`config.mk`:
```
export PLATFORM = sky130hd
export DESIGN_NAME = dmac_main_ctrl_flat
export DESIGN_NICKNAME = d
export VERILOG_FILES = /design/src/rtl/dmac_ctrl_pkg.sv /design/src/rtl/dmac_main_ctrl_if.sv /design/src/rtl/dmac_main_ctrl_req_arb.sv /design/src/rtl/dmac_main_ctrl.sv /design/src/flat_wrapper.sv
export SDC_FILE = /design/constraint.sdc
export NUM_CORES = 1
export LEC_CHECK = 0
export CAP_MARGIN = 20
export CORE_MARGIN = 1
export CORE_UTILIZATION = 38
export CTS_BUF_LIST = sky130_fd_sc_hd__clkbuf_4
export DETAILED_ROUTE_END_ITERATION = 7
export GPL_TIMING_DRIVEN = 0
export PLACE_DENSITY = 0.77
export RECOVER_POWER = 100
export SYNTH_ARGS = -nofsm -noshare
export SYNTH_HDL_FRONTEND = slang
export SYNTH_SLANG_ARGS = --single-unit
```
`constraint.sdc`:
```
create_clock -name clk -period 1.5 [get_ports clk]
set_clock_uncertainty 0.05 [all_clocks]
set_input_delay 0.225 -clock clk [delete_from_list [all_inputs] [get_ports clk]]
set_output_delay 0.225 -clock clk [all_outputs]
set_load 0.01 [all_outputs]
```
`src/rtl/dmac_ctrl_pkg.sv`:
```
// Shared types and encodings for the DMAC main control unit.
package dmac_ctrl_pkg;

  localparam int CFG_WORDS = 4;

  typedef enum logic [2:0] {
    IDLE     = 3'd0,
    BUS_REQ  = 3'd1,
    CFG_ADDR = 3'd2,
    CFG_DATA = 3'd3,
    CHECK    = 3'd4,
    XFER     = 3'd5,
    DONE     = 3'd6
  } dmac_state_e;

  localparam logic [1:0] HTRANS_IDLE   = 2'b00;
  localparam logic [1:0] HTRANS_NONSEQ = 2'b10;
  localparam logic [1:0] HRESP_ERROR   = 2'b01;

  localparam logic [1:0] CON_SEL_CH1 = 2'b00;
  localparam logic [1:0] CON_SEL_CH2 = 2'b01;
  localparam logic [1:0] CON_SEL_CFG = 2'b10;

  localparam logic [1:0] CFG_IDX_SADDR = 2'd0;
  localparam logic [1:0] CFG_IDX_DADDR = 2'd1;
  localparam logic [1:0] CFG_IDX_SIZE  = 2'd2;
  localparam logic [1:0] CFG_IDX_CTRL  = 2'd3;
  localparam logic [1:0] CFG_IDX_LAST  = 2'(CFG_WORDS - 1);

endpackage

```
`src/rtl/dmac_main_ctrl_if.sv`:
```
// AHB-side handshake signals between the DMAC control unit and the bus.
interface dmac_main_ctrl_if;
  logic       HReady;
  logic [1:0] M_HResp;
  logic       Bus_Grant;
  logic       Bus_Req;
  logic [1:0] config_HTrans;
  logic       config_write;

  modport master (
    input  HReady, M_HResp, Bus_Grant,
    output Bus_Req, config_HTrans, config_write
  );

  modport slave (
    output HReady, M_HResp, Bus_Grant,
    input  Bus_Req, config_HTrans, config_write
  );
endinterface

```
`src/rtl/dmac_main_ctrl_req_arb.sv`:
```
// Fixed-priority decode of the two peripheral request lines; peripheral 2 wins.
module dmac_req_arb
  import dmac_ctrl_pkg::*;
(
  input  logic [1:0] req_i,
  output logic       req_vld_o,
  output logic       ch_sel_o
);

  // Any request is valid; bit1 set selects channel 2
  always_comb begin
    req_vld_o = |req_i;
    ch_sel_o  = req_i[1];
  end

endmodule

```
`src/rtl/dmac_main_ctrl.sv`:
```
// dmac_main_ctrl: request arbitration, config fetch and channel sequencing for the DMAC.
// Optional DMAC_CFG_ERR_EN: an AHB ERROR response in config fetch or transfer aborts to DONE.
module dmac_main_ctrl
  import dmac_ctrl_pkg::*;
(
  input  logic             clk,
  input  logic             rst,
  input  logic [1:0]       DmacReq,
  input  logic             irq,
  input  logic             C_config,
  dmac_main_ctrl_if.master bus,
  output logic             DmacReq_Reg_en,
  output logic             PeriAddr_reg_en,
  output logic             SAddr_Reg_en,
  output logic             DAddr_Reg_en,
  output logic             Trans_sz_Reg_en,
  output logic             Ctrl_Reg_en,
  output logic [1:0]       addr_inc_sel,
  output logic [1:0]       con_sel,
  output logic             con_en,
  output logic             channel_en_1,
  output logic             channel_en_2,
  output logic             busy,
  output logic             dma_done,
  output logic             cfg_err
);

  dmac_state_e state_q, state_d;
  logic [1:0]  idx_q, idx_d;
  logic        ch_sel_q, ch_sel_d;
  logic        err_q, err_d;
  logic        req_vld_s, arb_ch_s, hresp_err_s;

  dmac_req_arb u_arb (
    .req_i     (DmacReq),
    .req_vld_o (req_vld_s),
    .ch_sel_o  (arb_ch_s)
  );

`ifdef DMAC_CFG_ERR_EN
  assign hresp_err_s = (bus.M_HResp == HRESP_ERROR);
`else
  logic unused_hresp_s;
  assign unused_hresp_s = ^bus.M_HResp;
  assign hresp_err_s    = 1'b0;
`endif

  // State, config index, latched channel and error-origin flag
  always_ff @(posedge clk or posedge rst) begin
    if (rst) begin
      state_q  <= IDLE;
      idx_q    <= CFG_IDX_SADDR;
      ch_sel_q <= 1'b0;
      err_q    <= 1'b0;
    end else begin
      state_q  <= state_d;
      idx_q    <= idx_d;
      ch_sel_q <= ch_sel_d;
      err_q    <= err_d;
    end
  end

  // Next-state logic; err_d marks a DONE entered through an error path
  always_comb begin
    state_d  = state_q;
    idx_d    = idx_q;
    ch_sel_d = ch_sel_q;
    err_d    = 1'b0;
    case (state_q)
      IDLE: begin
        if (req_vld_s) begin
          state_d  = BUS_REQ;
          ch_sel_d = arb_ch_s;
          idx_d    = CFG_IDX_SADDR;
        end else begin
          state_d = IDLE;
        end
      end
      BUS_REQ: state_d = bus.Bus_Grant ? CFG_ADDR : BUS_REQ;
      CFG_ADDR: begin
        if (hresp_err_s) begin
          state_d = DONE;
          err_d   = 1'b1;
        end else if (!bus.Bus_Grant) begin
          state_d = BUS_REQ;
        end else if (bus.HReady) begin
          state_d = CFG_DATA;
        end else begin
          state_d = CFG_ADDR;
        end
      end
      CFG_DATA: begin
        if (hresp_err_s) begin
          state_d = DONE;
          err_d   = 1'b1;
        end else if (bus.HReady && (idx_q == CFG_IDX_LAST)) begin
          state_d = CHECK;
        end else if (bus.HReady) begin
          state_d = CFG_ADDR;
          idx_d   = idx_q + 2'd1;
        end else begin
          state_d = CFG_DATA;
        end
      end
      CHECK: begin
        state_d = C_config ? XFER : DONE;
        err_d   = ~C_config;
      end
      XFER: begin
        if (hresp_err_s) begin
          state_d = DONE;
          err_d   = 1'b1;
        end else if (irq) begin
          state_d = DONE;
        end else begin
          state_d = XFER;
        end
      end
      DONE: begin
        state_d = IDLE;
        idx_d   = CFG_IDX_SADDR;
      end
      default: state_d = IDLE;
    endcase
  end

  // Moore output decode; only the capture enables look at HReady
  always_comb begin
    bus.Bus_Req       = 1'b0;
    bus.config_HTrans = HTRANS_IDLE;
    bus.config_write  = 1'b0;
    DmacReq_Reg_en    = 1'b0;
    PeriAddr_reg_en   = 1'b0;
    SAddr_Reg_en      = 1'b0;
    DAddr_Reg_en      = 1'b0;
    Trans_sz_Reg_en   = 1'b0;
    Ctrl_Reg_en       = 1'b0;
    addr_inc_sel      = CFG_IDX_SADDR;
    con_sel           = CON_SEL_CFG;
    con_en            = (state_q != IDLE);
    channel_en_1      = 1'b0;
    channel_en_2      = 1'b0;
    busy              = 1'b0;
    dma_done          = 1'b0;
    cfg_err           = 1'b0;
    case (state_q)
      IDLE: begin
        DmacReq_Reg_en  = req_vld_s;
        PeriAddr_reg_en = req_vld_s;
      end
      BUS_REQ, CHECK: begin
        bus.Bus_Req = 1'b1;
        busy        = 1'b1;
      end
      CFG_ADDR: begin
        bus.Bus_Req       = 1'b1;
        busy              = 1'b1;
        bus.config_HTrans = HTRANS_NONSEQ;
        addr_inc_sel      = idx_q;
      end
      CFG_DATA: begin
        bus.Bus_Req     = 1'b1;
        busy            = 1'b1;
        addr_inc_sel    = idx_q;
        SAddr_Reg_en    = bus.HReady && !hresp_err_s && (idx_q == CFG_IDX_SADDR);
        DAddr_Reg_en    = bus.HReady && !hresp_err_s && (idx_q == CFG_IDX_DADDR);
        Trans_sz_Reg_en = bus.HReady && !hresp_err_s && (idx_q == CFG_IDX_SIZE);
        Ctrl_Reg_en     = bus.HReady && !hresp_err_s && (idx_q == CFG_IDX_CTRL);
      end
      XFER: begin
        bus.Bus_Req  = 1'b1;
        busy         = 1'b1;
        con_sel      = ch_sel_q ? CON_SEL_CH2 : CON_SEL_CH1;
        channel_en_1 = ~ch_sel_q;
        channel_en_2 = ch_sel_q;
      end
      DONE: begin
        dma_done = ~err_q;
        cfg_err  = err_q;
      end
      default: con_sel = CON_SEL_CFG;
    endcase
  end

endmodule

```
`src/flat_wrapper.sv`:
```
// flat-port wrapper written by rule: the top's interface ports become plain ports
module dmac_main_ctrl_flat import dmac_ctrl_pkg::*;
  (clk, rst, DmacReq, irq, C_config, DmacReq_Reg_en, PeriAddr_reg_en, SAddr_Reg_en, DAddr_Reg_en, Trans_sz_Reg_en, Ctrl_Reg_en, addr_inc_sel, con_sel, con_en, channel_en_1, channel_en_2, busy, dma_done, cfg_err, bus_HReady, bus_M_HResp, bus_Bus_Grant, bus_Bus_Req, bus_config_HTrans, bus_config_write);
  dmac_main_ctrl_if bus_i ();
  input  logic clk;
  input  logic rst;
  input  logic [1:0] DmacReq;
  input  logic irq;
  input  logic C_config;
  output logic DmacReq_Reg_en;
  output logic PeriAddr_reg_en;
  output logic SAddr_Reg_en;
  output logic DAddr_Reg_en;
  output logic Trans_sz_Reg_en;
  output logic Ctrl_Reg_en;
  output logic [1:0] addr_inc_sel;
  output logic [1:0] con_sel;
  output logic con_en;
  output logic channel_en_1;
  output logic channel_en_2;
  output logic busy;
  output logic dma_done;
  output logic cfg_err;
  input wire logic [$bits(bus_i.HReady)-1:0] bus_HReady;
  input wire logic [$bits(bus_i.M_HResp)-1:0] bus_M_HResp;
  input wire logic [$bits(bus_i.Bus_Grant)-1:0] bus_Bus_Grant;
  output wire logic [$bits(bus_i.Bus_Req)-1:0] bus_Bus_Req;
  output wire logic [$bits(bus_i.config_HTrans)-1:0] bus_config_HTrans;
  output wire logic [$bits(bus_i.config_write)-1:0] bus_config_write;
  assign bus_i.HReady = bus_HReady;
  assign bus_i.M_HResp = bus_M_HResp;
  assign bus_i.Bus_Grant = bus_Bus_Grant;
  assign bus_Bus_Req = bus_i.Bus_Req;
  assign bus_config_HTrans = bus_i.config_HTrans;
  assign bus_config_write = bus_i.config_write;
  dmac_main_ctrl u_core (.clk(clk), .rst(rst), .DmacReq(DmacReq), .irq(irq), .C_config(C_config), .bus(bus_i), .DmacReq_Reg_en(DmacReq_Reg_en), .PeriAddr_reg_en(PeriAddr_reg_en), .SAddr_Reg_en(SAddr_Reg_en), .DAddr_Reg_en(DAddr_Reg_en), .Trans_sz_Reg_en(Trans_sz_Reg_en), .Ctrl_Reg_en(Ctrl_Reg_en), .addr_inc_sel(addr_inc_sel), .con_sel(con_sel), .con_en(con_en), .channel_en_1(channel_en_1), .channel_en_2(channel_en_2), .busy(busy), .dma_done(dma_done), .cfg_err(cfg_err));
endmodule
```
After elaboration in Yosys (flattened, before gate mapping):

Index checks and enable logic that the tools add are counted.

* flip-flop bits (word level): 7

* muxes and demuxes: 28
* add/sub/neg operators: 1
* eq/ne operators: 12
* reductions and logical operators: 13
* bitwise gates (word level): 3

Operator list (number)
* two-way mux 2 bit: 9
* case mux 3 bit (6 select lines): 1
* two-way mux 1 bit: 15
* == test 3 bit, second input constant: 3
* == test 3 x 2 -> 1 bit, second input constant: 2
* two-way mux 3 bit: 2
* case mux 2 bit (3 select lines): 1
* nonzero test 3 bit: 2
* OR reduction 5 bit: 1
* == test 2 bit, second input constant: 2
* logical AND 1 bit: 4
* inequality test 2 bit, second input constant: 2
* AND reduction 4 bit: 1
* OR reduction 2 bit: 2
* == test 3 x 1 -> 1 bit, second input constant: 1
* zero test 3 bit: 1
* NOT 1 bit: 3
* adder 2 x 1 -> 2 bit, second input constant: 1
* == test 2 x 1 -> 1 bit, second input constant: 1
* zero test 2 bit: 1
* inequality test 2 x 1 -> 1 bit, second input constant: 1
* AND reduction 2 bit: 1

Logic depth before layout (Yosys ltp):

Gate-level depths: netlist (run 1).

* word-level depth: 4
* gate-level depth with buffers: 6

By module:

Synthesis (run 1) repeated with hierarchy kept, for this count alone.

* cell total of the unflattened synthesis: 65
* area, all modules: 600.6 sq um

By module, submodules not included
* dmac_main_ctrl: sequential area each 175.2 sq um, times used 1, cells each 63, area an instance 586.8 sq um
* dmac_req_arb: sequential area each 0.0 sq um, times used 1, cells each 2, area an instance 13.8 sq um

Worst setup path after synthesis (run 1):

Ideal clock, no wire load.

* path type: reg2out
* start point: register u_core.state_q[1]
* end point: output port busy
* path slack: -0.004 ns
* stages on the path, launching flop included: 6
* data arrival time: 1.229 ns
* path buffers: 2
* cell sequence: dfrtp_1 > buf_4 > inv_1 > ha_1 > a21bo_2 > buf_4

* word-level cells in the longest chain between the ends: 3
* elaborated cells between the ends (all ways): 7
* those cells by class: eq/ne: 5; mux: 1; reduce/logical: 1

RTL lines
* start: declaration: line dmac_main_ctrl.sv:28 `dmac_state_e state_q, state_d;`
* start signal: assignment: line dmac_main_ctrl.sv:56 `state_q <= state_d;`
* == test 3 x 1 -> 1 bit (tied with other cells)
* OR reduction 5 bit (no line) (*)
* two-way mux 1 bit (*)
* end: declaration: line flat_wrapper.sv:21 `output logic busy;`

Every way passes the cells marked *; elsewhere a longest branch is shown, timed or not.

Worst setup path in the final report (run 1):

* start point: register u_core.state_q[2]
* end point: output port SAddr_Reg_en

* word-level cells in the longest chain between the ends: 2

RTL lines
* == test 3 x 2 -> 1 bit: line dmac_main_ctrl.sv:146 `case (state_q)`
* two-way mux 1 bit: line dmac_main_ctrl.sv:146
* end: declaration: line flat_wrapper.sv:12 `output logic SAddr_Reg_en;`

Every way passes these cells.

==> results.yml, run 1 <==
synthesis:
  synthTopCellsByCount: "nor2_1, dfrtp_1, ha_1, inv_1, buf_4"
  synth.top_cell.area_share_pct: 26.4
  netlist_area_um2: 664
  synth.distinct_cells: 31
  syn_inst: 75
  yosysMostFrequentCell: "nor2_1"
  synth_top_area_cell: "dfrtp_1"
  synth-seq-area-share_pct: 26.4
  ys_ff_latch: 7
  synth_area_leaders: "dfrtp_1, ha_1, buf_4, nor2_1, and2_1"
  synth_edf_count: 0
  synth_flop_cell: "dfrtp_1"
  syn_area_per_cell_um2: 8.86
  ys_warn_count: 0
  ys_async_sr_fraction_pct: 100
cells_and_area:
  fillers: 85
  fin_area_um2: 1220
  antenna_cells: 0
  syn2layout_area_growth_pct: 83.2
  drive_above_1_share_pct: 57.6
  nets: 143
clock_network:
  clock-sinks: 7
  cts_tree: "done"
  clockBufferDepth: 2
  insertion_delay_ns: 0.25
  clk_transition_reported_paths_ns: 0.05
  cts_buffers: 3
  ctsHtreeMaxLevel: 1
  root_buffer: "clkbuf_4"
place:
  place_area_um2: 942
  dpl.hpwl_mm: 1.08
  portBuffers: 25
  gp_congestion: 0.780
critical_path:
  crit_path_end: "SAddr_Reg_en"
  reg2reg_to: "u_core.idx_q[0]"
  arrival_ns: 1.49
  worstReg2RegStart: "u_core.state_q[1]"
  reg2reg_slack_ns: -0.23
  r2r_cells: 7
  cp_max_fo: 7
  cp-end-kind: "primary output"
  crit_start: "u_core.state_q[2]"
  required_ns: 1.22
  criticalPathCategory: "register to primary output"
  worstSetupStartpointType: "register"
pwr:
  p_leak_nw: 0.604
  irDropWorstVdd_mv: 0.967
  power.share.sequential_pct: 15.3
  powerDensity_nw_per_um2: 1630
  clockPowerShare_pct: 9.5
  switching_share_pct: 40.2
  intPower_mw: 1.19
  p_sw_mw: 0.799
  pwr-share-comb_pct: 75.2
timing:
  max_freq_mhz: 565
  drv_slew: 0
  grt_setup_unrepaired: "true"
  hold_violations: 0
  period_needed_ns: 1.77
  fin_tns_setup_ns: -3.32
  setup_slack_ns: -0.269
  setup_viol: 22
  finalCritPeriodShare_pct: 118
floorplan:
  pin_count: 30
  dieArea_um2: 1920
  core-area_um2: 1580
  die_width_um: 43.8
  dieHeight_um: 43.8
  start_util_pct: 42.1
  row_count: 14
run:
  drv_cap: 0
grt:
  grt_util_all_layers_pct: 22.1
  grt_first_pass_wirelength_mm: 3.13
  antenna_found_initial: 0
  grt_pass1_vias: 651
  grt_max_degree: 10
  overflow: 0
routing:
  vias: 736
  drt_wl_total_mm: 2.34
  firstDrtPassIters: 6
  route.detailed.drc: 3
  drt_iter0_drc: 32
  vias_per_cell: 5.22
  wl_per_cell_um: 16.6
  ant_nets: 0
worst_hold_path:
  hp-class: "input port to asynchronous set/reset pin"
status:
  violations: "design-rule violations, negative setup slack"
  status: "finished, violations left"
==> power groups by stage <==
stage	Sequential (mW)	Clock [mW]	Combinational, mW
floorplan	0.305	0	0.615
global placement	0.317	0	0.913
detailed placement	0.320	0	0.926
CTS	0.303	0.197	1.21
global route	0.312	0.213	1.57
finish	0.305	0.189	1.49
==> flip-flops by register name, indices dropped and copies added, names as in the netlist <==
register,count
u_core.err_q,1
u_core.idx_q,2
u_core.ch_sel_q,1
u_core.state_q,3
==> how the worst min path moves through the flow <==
stage | slack, ns | cells after the start | from | endpoint
4_1_cts | 0.16 | 2 | rst | u_core.err_q
6_report | 0.29 | 2 | rst | u_core.err_q
3_5_place_dp | 0.43 | 2 | rst | u_core.err_q
3_3_place_gp | 0.44 | 2 | rst | u_core.err_q
5_1_grt | 0.30 | 2 | rst | u_core.idx_q[1]
2_1_floorplan | -0.02 | 1 | rst | u_core.ch_sel_q
==> through the flow <==
stage | power (mW) | hold WS [ns] | util [%] | worst slack [ns] | cells
after floorplan | 0.920 | -0.0216 | - | 0.0190 | 76
after global placement | 1.23 | 0.437 | 59.8 | -0.516 | 117
after detailed placement | 1.25 | 0.427 | 59.8 | -0.524 | 117
after CTS | 1.71 | 0.157 | 69.8 | -0.234 | 135
after global routing | 2.10 | 0.305 | 77.2 | -0.313 | 141
final | 1.99 | 0.293 | 77.2 | -0.269 | 141
==> per-layer routing <==
| metal | part of all wire (%) | track usage, % | wire length, um |
|---|---|---|---|
| met1 | 41 | 27.6 | 960 |
| met2 | 47 | 37.3 | 1110 |
| met3 | 8.2 | 7.50 | 191 |
| met4 | 3.3 | 3.75 | 77 |
| met5 | 0 | 0 | 0 |
==> critical path, stage by stage, from the launching register on <==
cell,delay (ns)
dfrtp_1,0.41
buf_6,0.15
and4b_4,0.37
and2_1,0.17
buf_2,0.14
==> cell families (layout without fill, tap and decap cells) <==
family	count (synthesis)	in the layout	share of synthesized area, %
simple gates	29	29	27.7
fa+ha+maj	7	7	13.2
other cells	1	2	0.564
flops	7	7	26.4
compound gates	13	13	15.8
buf+inv	16	65	13.7
xor+xnor	2	2	2.64
==> area by class of cell <==
type | instances | area, um^2 | area share, %
tap | 16 | 20.0 | 1.64
sequential | 7 | 175 | 14.4
multi-input combinational | 53 | 479 | 39.4
inverter | 8 | 36.3 | 2.98
timing repair buffer | 45 | 398 | 32.7
clock buffer | 4 | 30.0 | 2.47
buffer | 8 | 78.8 | 6.47
==> placed cells by master (no fill, tap or decap), types with 4 or more instances in the layout <==
cell type / netlist / routed
buf_6: 1 / 21
buf_4: 6 / 18
nor2_1: 9 / 7
buf_2: 1 / 7
dfrtp_1: 7 / 7
clkdlybuf4s50_1: 0 / 6
inv_1: 7 / 5
ha_1: 7 / 5
a31oi_1: 4 / 4
clkbuf_4: 0 / 4
==> what timing repair did <==
item,in CTS,in global routing
resized for setup,88,22
pin swaps,8,6
hold buffers,0,0
setup endpoints to repair,20,23
buffers inserted,14,6
(Power assumes the default switching activity.)
==> inputs of run 2 (changes only) <==
--- a/config.mk
+++ b/config.mk
@@ -12,7 +12,8 @@
 export DETAILED_ROUTE_END_ITERATION = 7
 export GPL_TIMING_DRIVEN = 0
 export PLACE_DENSITY = 0.77
-export RECOVER_POWER = 100
+export RECOVER_POWER = 50
+export REMOVE_ABC_BUFFERS = 1
 export SYNTH_ARGS = -nofsm -noshare
 export SYNTH_HDL_FRONTEND = slang
 export SYNTH_SLANG_ARGS = --single-unit
==> run 2 against run 1 <==
Net effect: the run still ends with design-rule violations, negative setup slack left; non-clock buffer count shrank 2; sequential share of layout area increased by 0.51 points; core utilization decreased by 1.0 points; combinational power shrank 9%; sequential cell count stayed put.
==> results.yml, run 2 (synthesis results as in run 1) <==
floorplan:
  pin_count: 30
  core-area_um2: 1580
  die_width_um: 43.8
  dieHeight_um: 43.8
  dieArea_um2: 1920
  row_count: 14
  start_util_pct: 42.1
pwr:
  clockPowerShare_pct: 10.6
  power.share.sequential_pct: 18.6
  p_leak_nw: 0.594
  pwr-share-comb_pct: 70.8
  p_sw_mw: 0.765
  irDropWorstVdd_mv: 1.02
  intPower_mw: 1.15
  power_mw: 1.91
  powerDensity_nw_per_um2: 1590
  switching_share_pct: 40.0
critical_path:
  cpLargestDelayFamily: "flip-flops"
  required_ns: 1.22
  cp_max_fo: 6
  arrival_ns: 1.46
  worstSetupStartpointType: "register"
  cp_num_cells: 4
  path_cells: "buf_6 -> ha_4 -> a21bo_4 -> buf_6"
  worst_path_most_repeated_cell: "buf_6"
  slowest_delay_ns: 0.47
  r2r_cells: 7
  criticalPathCategory: "register to primary output"
  cp_num_buf_inv: 2
  cp-end-kind: "primary output"
  crit_slowest_cell: "dfrtp_2"
timing:
  setup_viol: 20
  period_needed_ns: 1.74
  drv_slew: 0
  max_freq_mhz: 575
  fin_tns_setup_ns: -2.92
  grt_setup_unrepaired: "true"
  setup_slack_ns: -0.240
  finalCritPeriodShare_pct: 116
  hold_violations: 0
place:
  place_ws_ns: -0.539
  place_area_um2: 877
  dpl.hpwl_mm: 1.03
  portBuffers: 25
  dp.cells: 109
  gp_congestion: 0.810
routing:
  vias: 694
  wl_per_cell_um: 14.5
  firstDrtPassIters: 6
  ant_nets: 0
  drt_iter0_drc: 17
  route.detailed.drc: 6
  vias_per_cell: 4.99
  drt_wl_total_mm: 2.02
run:
  drv_cap: 0
cells_and_area:
  nets: 141
  largest-register: "u_core.state_q"
  syn2layout_area_growth_pct: 80.8
  mostFrequentLayoutCell: "buf_6"
  fin_area_um2: 1200
  stdcell_count: 139
  largest_reg_flops: 3
  layout_common_cells: "buf_6, buf_4, buf_2, nor2_1"
  largestRegisters: "u_core.state_q: 3 flops, u_core.idx_q: 2 flops"
  fillers: 108
  drive_above_1_share_pct: 59.3
  antenna_cells: 0
grt:
  antenna_found_initial: 0
  grt_first_pass_wirelength_mm: 3.02
  grt_pass1_vias: 665
  grt_util_all_layers_pct: 21.9
  overflow: 0
  grt_max_degree: 8
clock_network:
  cts_buffers: 3
  clockBufferDepth: 2
  root_buffer: "clkbuf_4"
  insertion_delay_ns: 0.27
  ctsHtreeMaxLevel: 1
  cts_tree: "done"
  clock-sinks: 7
  clk_transition_reported_paths_ns: 0.06
status:
  violations: "design-rule violations, negative setup slack"
  status: "finished, violations left"
worst_hold_path:
  hp-class: "input port to asynchronous set/reset pin"
[run 2: worst reg2reg max path, cell delays in order, from the launching register on]
cell and delay [ns]:
dfrtp_2 0.45, buf_4 0.15, and4b_4 0.19, buf_6 0.12, and2_4 0.15, buf_6 0.11, o21bai_4 0.16, a22o_1 0.21
[run 2: path summary, 6_finish.rpt]
path / startpoint / end / slack, ns
worst max-delay path: u_core.state_q[2] / busy / -0.24
worst min-delay path: rst / u_core.state_q[1] / 0.29
worst max register to register: u_core.state_q[1] / u_core.idx_q[0] / -0.21
worst min register to register: u_core.idx_q[1] / u_core.idx_q[1] / 0.55
max in group asynchronous: rst / u_core.state_q[2] / 0.87
min in group clk: bus_HReady / u_core.state_q[1] / 0.49
[run 2: cell type report]
class	count	area, um^2	area share, %
repair buffers	51	464	38.6
well taps	16	20.0	1.67
multi-input cells	53	470	39.2
flip-flops and latches	7	179	14.9
inverters	8	37.5	3.13
clock buffers	4	30.0	2.50
[run 2: repair_timing]
item                                    in CTS  in global routing
pin swaps                                    7                  5
endpoints found under the setup margin      20                 22
hold buffers                                 0                  0
setup buffers                               21                  6
cloned                                       0                  0
gates resized for setup                     96                 23
[run 2: per-stage QoR]
step	hold WS [ns]	utilization [%]
floorplan	-0.0216	-
global placement	0.424	55.6
detailed placement	0.427	55.6
CTS	0.159	69.6
global route	0.315	76.2
finish	0.289	76.2
[run 2: metal layers]
metal / vias to the layer above / GRT usage (%) / wire, um / share of wire [%]
met1: 329 / 28.5 / 942 / 47
met5: - / 0 / 0 / 0
met4: 0 / 11.3 / 8 / 0.40
li1: 338 / - / - / -
met2: 25 / 35.5 / 966 / 48
met3: 2 / 2.50 / 100 / 5.0
[run 2: power by group through the flow]
| stage | Clock [mW] | Combinational [mW] | Sequential (mW) |
|---|---|---|---|
| finish | 0.204 | 1.35 | 0.356 |
| global route | 0.215 | 1.47 | 0.366 |
| CTS | 0.198 | 1.18 | 0.335 |
| detailed placement | 0 | 0.755 | 0.400 |
| global placement | 0 | 0.734 | 0.400 |
| floorplan | 0 | 0.459 | 0.369 |
